## src/rtl/door_lock_ctrl.sv

```systemverilog
// Door lock controller: consumes keypad correct/incorrect status levels and the
// door sensor, drives the strike, a lockout indicator and an intrusion alarm.
module door_lock_ctrl #(
  parameter int unsigned UNLOCK_CYCLES  = 500,
  parameter int unsigned LOCKOUT_CYCLES = 3000,
  parameter int unsigned MAX_FAILS      = 3
) (
  input  logic       clk,
  input  logic       reset,
  input  logic       door_status_correct,
  input  logic       door_status_incorrect,
  input  logic       door_closed,
  output logic       lock_open,
  output logic       lockout,
  output logic       alarm,
  output logic [2:0] fail_count,
  output logic [1:0] state
);

  localparam int unsigned TW = 16;
  localparam int unsigned FW = 3;

  localparam logic [1:0] ST_LOCKED   = 2'd0;
  localparam logic [1:0] ST_UNLOCKED = 2'd1;
  localparam logic [1:0] ST_LOCKOUT  = 2'd2;
  localparam logic [1:0] ST_ALARM    = 2'd3;

  localparam logic [TW-1:0] UNLOCK_LOAD  = TW'(UNLOCK_CYCLES - 1);
  localparam logic [TW-1:0] LOCKOUT_LOAD = TW'(LOCKOUT_CYCLES - 1);
  localparam logic [FW-1:0] FAIL_LIMIT   = FW'(MAX_FAILS);

  logic          ok_q, ok_qq, bad_q, bad_qq;
  logic          primed;
  logic          ok_evt, bad_evt;
  logic [1:0]    state_q, state_nx;
  logic [TW-1:0] timer_q, timer_nx;
  logic [FW-1:0] fail_q, fail_nx, fail_inc;

  // Edge registers; the first cycle after reset loads both stages so a level
  // already high at reset release does not look like a rising edge.
  always_ff @(posedge clk or negedge reset) begin
    if (!reset) begin
      ok_q   <= 1'b0;
      ok_qq  <= 1'b0;
      bad_q  <= 1'b0;
      bad_qq <= 1'b0;
      primed <= 1'b0;
    end else if (!primed) begin
      ok_q   <= door_status_correct;
      ok_qq  <= door_status_correct;
      bad_q  <= door_status_incorrect;
      bad_qq <= door_status_incorrect;
      primed <= 1'b1;
    end else begin
      ok_q   <= door_status_correct;
      ok_qq  <= ok_q;
      bad_q  <= door_status_incorrect;
      bad_qq <= bad_q;
    end
  end

  assign ok_evt   = ok_q & ~ok_qq;
  assign bad_evt  = bad_q & ~bad_qq;
  assign fail_inc = fail_q + FW'(1);

  // State, timer, fail counter and decoded outputs, all updated together.
  always_ff @(posedge clk or negedge reset) begin
    if (!reset) begin
      state_q    <= ST_LOCKED;
      timer_q    <= '0;
      fail_q     <= '0;
      lock_open  <= 1'b0;
      lockout    <= 1'b0;
      alarm      <= 1'b0;
      fail_count <= '0;
      state      <= ST_LOCKED;
    end else begin
      state_q    <= state_nx;
      timer_q    <= timer_nx;
      fail_q     <= fail_nx;
      lock_open  <= (state_nx == ST_UNLOCKED);
      lockout    <= (state_nx == ST_LOCKOUT);
      alarm      <= (state_nx == ST_ALARM);
      fail_count <= fail_nx;
      state      <= state_nx;
    end
  end

  // Next-state logic; bad_evt has priority over ok_evt in LOCKED.
  always_comb begin
    state_nx = state_q;
    timer_nx = (timer_q != '0) ? timer_q - TW'(1) : '0;
    fail_nx  = fail_q;
    case (state_q)
      ST_LOCKED: begin
        if (bad_evt) begin
          if (fail_inc == FAIL_LIMIT) begin
            state_nx = ST_LOCKOUT;
            timer_nx = LOCKOUT_LOAD;
            fail_nx  = FAIL_LIMIT;
          end else begin
            fail_nx = fail_inc;
            if (!door_closed) begin
              state_nx = ST_ALARM;
              timer_nx = '0;
            end
          end
        end else if (ok_evt) begin
          state_nx = ST_UNLOCKED;
          timer_nx = UNLOCK_LOAD;
          fail_nx  = '0;
        end else if (!door_closed) begin
          state_nx = ST_ALARM;
          timer_nx = '0;
        end
      end
      ST_UNLOCKED: begin
        if (timer_q == '0) begin
          state_nx = door_closed ? ST_LOCKED : ST_ALARM;
        end
      end
      ST_LOCKOUT: begin
        if (timer_q == '0) begin
          state_nx = ST_LOCKED;
          fail_nx  = '0;
        end
      end
      default: begin
        if (ok_evt && door_closed) begin
          state_nx = ST_LOCKED;
          fail_nx  = '0;
        end
      end
    endcase
  end

endmodule

```

## config.mk

```make
export PLATFORM = sky130hd
export DESIGN_NAME = door_lock_ctrl
export DESIGN_NICKNAME = d
export VERILOG_FILES = /design/src/rtl/door_lock_ctrl.sv
export SDC_FILE = /design/constraint.sdc
export NUM_CORES = 1
export LEC_CHECK = 0
export CAP_MARGIN = 10
export CORE_UTILIZATION = 30
export DETAILED_ROUTE_END_ITERATION = 8
export PLACE_DENSITY = 0.56
export SYNTH_ARGS = -nofsm -noshare
export SYNTH_HDL_FRONTEND = slang
export SYNTH_SLANG_ARGS = --single-unit
```

## constraint.sdc

```tcl
create_clock -name clk -period 6.5 [get_ports clk]
set_clock_uncertainty 0.1 [all_clocks]
set_input_delay 0.65 -clock clk [delete_from_list [all_inputs] [get_ports clk]]
set_output_delay 0.65 -clock clk [all_outputs]
set_load 0.01 [all_outputs]
```

**After elaboration in Yosys (flattened, before gate mapping)**

Cells that the tools add are included.
Widths: inputs -> output; s select.

- Flip-flop bits (word level): 29
- Output and inout bits: 8
- Input port bits: 5
- Logic and storage cells: 55

- Add/subtract/negate cells: 2
- Muxes and demuxes: 23
- Equal/unequal tests: 8
- Bitwise gates (word level): 5
- Reduce and logical (&&, ||, !) cells: 6

Operators by type and width:

| operator | count |
|---|---|
| $mux 16 | 6 |
| $logic_not 16->1 | 1 |
| $mux 2 | 8 |
| $reduce_bool 16->1 | 1 |
| $sub 16x1->16 const B | 1 |
| $mux 3 | 5 |
| $pmux 3 s3 | 1 |
| $eq 2x2->1 const B | 3 |
| $pmux 2 s3 | 1 |
| $eq 2x1->1 const B | 2 |
| $reduce_and 4->1 | 1 |
| $add 3x1->3 const B | 1 |
| $eq 3x2->1 const B | 1 |
| $ne 3x3->1 const B | 1 |
| $not 1->1 | 3 |
| $reduce_bool 3->1 | 1 |
| $and 1x1->1 | 2 |
| $logic_not 2->1 | 1 |
| $mux 1 | 2 |
| $ne 2x2->1 const B | 1 |
| $logic_and 1x1->1 | 1 |

**Logic depth before layout (Yosys ltp)**

- Depth in word-level cells: 6
- Gate-level depth with buffers: 8
- Gate-level depth less buffers: 8

**Worst setup path after synthesis**

No wires, ideal clock.

- Path kind: register to register
- Start: register timer_q[0]
- End: register alarm
- Data required time: 6.273 ns
- Setup slack: 4.433 ns
- Library setup time: 0.127 ns
- Data arrival time: 1.840 ns
- Stages on the path, launching flop included: 8
- Path through: dfrtp_1 -> inv_1 -> ha_1 -> or4b_1 -> nor4_4 -> nor2_1 -> and4bb_2 -> o21ai_0

- Longest elaborated chain between the ends: 4
- Elaborated cells between the ends (all ways): 5
- Classes of those cells: eq/ne: 1; mux: 3; reduce/logical: 1

Ends and longest elaborated chain:

| element | RTL line | text |
|---|---|---|
| start, declared | 36 | `logic [TW-1:0] timer_q, timer_nx;` |
| start signal, assigned | 79 | `timer_q <= timer_nx;` |
| $logic_not 16->1 (*) | 118, 123 |  |
| $mux 2, on equally long branches | 123, 118 |  |
| $pmux 2 s3 (*) | 94 | `case (state_q)` |
| $eq 2x2->1 (*) | 83 | `alarm <= (state_nx == ST_ALARM);` |
| end signal, assigned | 83 |  |
| end, declared | 15 | `output logic alarm,` |

Mark *: on every way between the ends. The rest lies on a longest branch, timed or not.
A chain may end at the register's enable or synchronous reset.

**Final worst setup path**

Ends and elaborated chain as after synthesis.

==> impl_metrics.yaml <==
run_status:
  status: "finished clean"
setup_path:
  r2r-start: "timer_q[0]$_DFF_PN0_"
  slowest_stage: "or4b_1"
  critPathCapture: "alarm$_DFF_PN0_"
  crit_chain: "inv_1 > ha_1 > or4b_1 > nor4_4 > nor2_1 > and4bb_2 > o21ai_0"
  arrival_ns: 2.32
  cp_data_required_time_ns: 6.56
  crit_start: "timer_q[0]$_DFF_PN0_"
  reg2reg_depth: 7
  r2r-end: "alarm$_DFF_PN0_"
  cp-start-kind: "register"
  crit_type: "reg2reg"
  critPathCaptureType: "register"
  slowest_delay_ns: 0.50
  worstPathMaxFanout: 5
  rrSetupSlack_ns: 4.24
sta:
  slew_headroom_pct: 57.4
  finalHoldViolations: 0
  slew_violations: 0
  fin_crit_sh_pct: 34.8
  worst_slew_pin_slew_ns: 0.634
  hold_ws_ns: 0.432
  setup_viol: 0
  rsz0062_at_grt: "false"
  fmax_ghz: 0.443
  period_minus_slack_ns: 2.26
  setup_tns_ns: 0
drt:
  drc: 0
  post_drt_wl_per_cell_um: 12.9
  drt_pass1_iterations: 4
  post_drt_via_cell_ratio: 4.78
  postRouteAntennaNets: 0
  vias: 1113
  drt_first_iter_violations: 72
  drt-total-wl_um: 3000
cts:
  htree_num_levels: 2
  numCtsBuffers: 5
  cts_buffer_depth: 2
  root_buffer: "clkbuf_8"
  postCtsSetupBuffers: 0
  clock_sinks: 29
  cts_resized: 0
  clk_pin_slew_ns: 0.06
  cts_tree: "built"
  cts_hold_buf: 0
  clock_latency_ns: 0.28
finish:
  areaGrowthSynthToFinish_pct: 20.0
  drive_above_1_share_pct: 13.3
  final_net_count: 173
  layoutNonFillerInstCount: 233
  num_antenna_cells: 0
synth:
  post_synth_num_cell_types: 40
  yosysWarnings: 0
  synth_seq_area_share_pct: 48.8
  syn_nets: 156
  synth_flop_cell: "dfrtp_1"
  synth-seq-cells: 29
  synth_area_um2: 1490
  syn_avg_cell_area_um2: 10.0
  synth-edff-count: 0
  synth_cells: 148
  synthArstFlopShare_pct: 100
pwr:
  p_leak_nw: 0.739
  vdd_drop_max_mv: 0.151
  power_density_nw_per_um2: 382
  total_power_w: 0.000682
grt:
  grt_pass1_vias: 1191
  grt_max_degree: 30
  grt_pass1_wl_um: 5350
  grt.total_usage_pct: 13.6
  antenna_found_initial: 0
  grt-ovfl-total: 0
die:
  die_w_um: 72.4
  io_pins: 13
  start_util_pct: 31.3
  die-area_um2: 5240
  rows: 25
  die_y_um: 72.4
  core_area_um2: 4750
place:
  dp_hpwl_um: 2230
  portBuffers: 12
  place_congestion: 0.964
  dp_cells: 225
run:
  maxCapViolCount: 0
hold_path:
  hp-start: "timer_q[0]$_DFF_PN0_"
  hold_class: "reg2reg"
-- flip-flops by register name, indices dropped and copies added, names as in the netlist --
name / flops
alarm: 1
bad_q: 1
bad_qq: 1
fail_q: 3
lock_open: 1
lockout: 1
ok_q: 1
ok_qq: 1
primed: 1
state_q: 2
timer_q: 16
-- logic make-up (layout without fill, tap and decap cells) --
group / after synthesis / in the layout / synth area share (%)
mux: 3 / 3 / 2.19
flops: 29 / 29 / 48.8
compound gates: 27 / 27 / 11.0
xor+xnor: 14 / 14 / 8.25
fa+ha+maj: 3 / 3 / 2.53
other cells: 1 / 1 / 0.252
simple gates: 63 / 63 / 24.7
buf+inv: 8 / 26 / 2.27
-- worst max-delay path, delay by kind of cell, from the launching register on --
family	cells	cell delay, ns
and+or+nand+nor	4	1.23
DFF	1	0.40
adders and majority gates	1	0.24
AOI/OAI and AO/OA	1	0.10
buffers and inverters	1	0.07
-- layout by cell type (no fill, tap or decap), drive strengths merged, types with 4 or more instances in the layout --
cell type	instances
dfrtp	29
o21ai	16
nand2	14
nor2	14
clkdlybuf4s50	12
xnor2	9
clkbuf	7
a21oi	7
nand3	6
xor2	5
inv	5
nor4	5
or3	4
-- synthesized netlist by cell type (2+ instances only) --
library cell | n | area share [%]
nand3_1 | 6 | 2.0
mux2_2 | 2 | 1.5
a21oi_1 | 6 | 2.0
ha_1 | 3 | 2.5
clkbuf_1 | 2 | 0.51
and2b_1 | 2 | 1.0
xnor2_1 | 9 | 5.3
nor3_1 | 2 | 0.67
o21ai_0 | 16 | 5.4
or2_2 | 2 | 0.84
or3_1 | 4 | 1.7
or4_4 | 2 | 1.5
nor4_1 | 3 | 1.3
nor2_1 | 14 | 3.5
dfrtp_1 | 29 | 49
inv_1 | 4 | 1.0
xor2_1 | 5 | 2.9
nand3b_1 | 2 | 1.0
nand2_1 | 14 | 3.5
-- metrics by stage --
step / util (%) / instance area (µm²) / setup WS, ns
global placement: 35.4 / 1680 / 4.22
CTS: 37.5 / 1780 / 4.22
finish: 37.5 / 1780 / 4.24
detailed placement: 35.4 / 1680 / 4.17
floorplan: - / 1490 / 4.43
global route: 37.5 / 1780 / 4.12
-- layer usage --
layer / share of wire, % / GRT usage [%] / vias to the layer above
met5: 0 / 0 / -
met4: 0.27 / 4.36 / 0
li1: - / - / 551
met1: 46 / 16.9 / 548
met2: 50 / 22.2 / 12
met3: 3.1 / 4.58 / 2
-- worst min path at each step --
stage	endpoint	slack, ns	cells after the start
4_1_cts	timer_q[0]$_DFF_PN0_	0.44	1
2_1_floorplan	alarm$_DFF_PN0_	0.25	0
5_1_grt	ok_qq$_DFF_PN0_	0.46	1
3_5_place_dp	timer_q[0]$_DFF_PN0_	0.43	1
6_report	timer_q[0]$_DFF_PN0_	0.43	1
3_3_place_gp	timer_q[0]$_DFF_PN0_	0.41	1
-- where the power goes --
| group | switching, W | total [W] | internal [W] |
|---|---|---|---|
| Clock | 0.0000695 | 0.000165 | 0.0000955 |
| Combinational | 0.000110 | 0.000225 | 0.000115 |
| Sequential | 0.0000565 | 0.000292 | 0.000235 |
| Total | 0.000236 | 0.000682 | 0.000446 |
-- area by class of cell --
| cell class | count | area (µm²) |
|---|---|---|
| Clock buffer | 7 | 96.3 |
| Clock inverter | 1 | 5.00 |
| Fill cell | 514 | 2970 |
| Inverter | 5 | 18.8 |
| Multi-Input combinational cell | 111 | 727 |
| Sequential cell | 29 | 726 |
| Tap cell | 67 | 83.8 |
| Timing Repair Buffer | 13 | 128 |
Note: power is estimated with default switching activity, not from simulation.
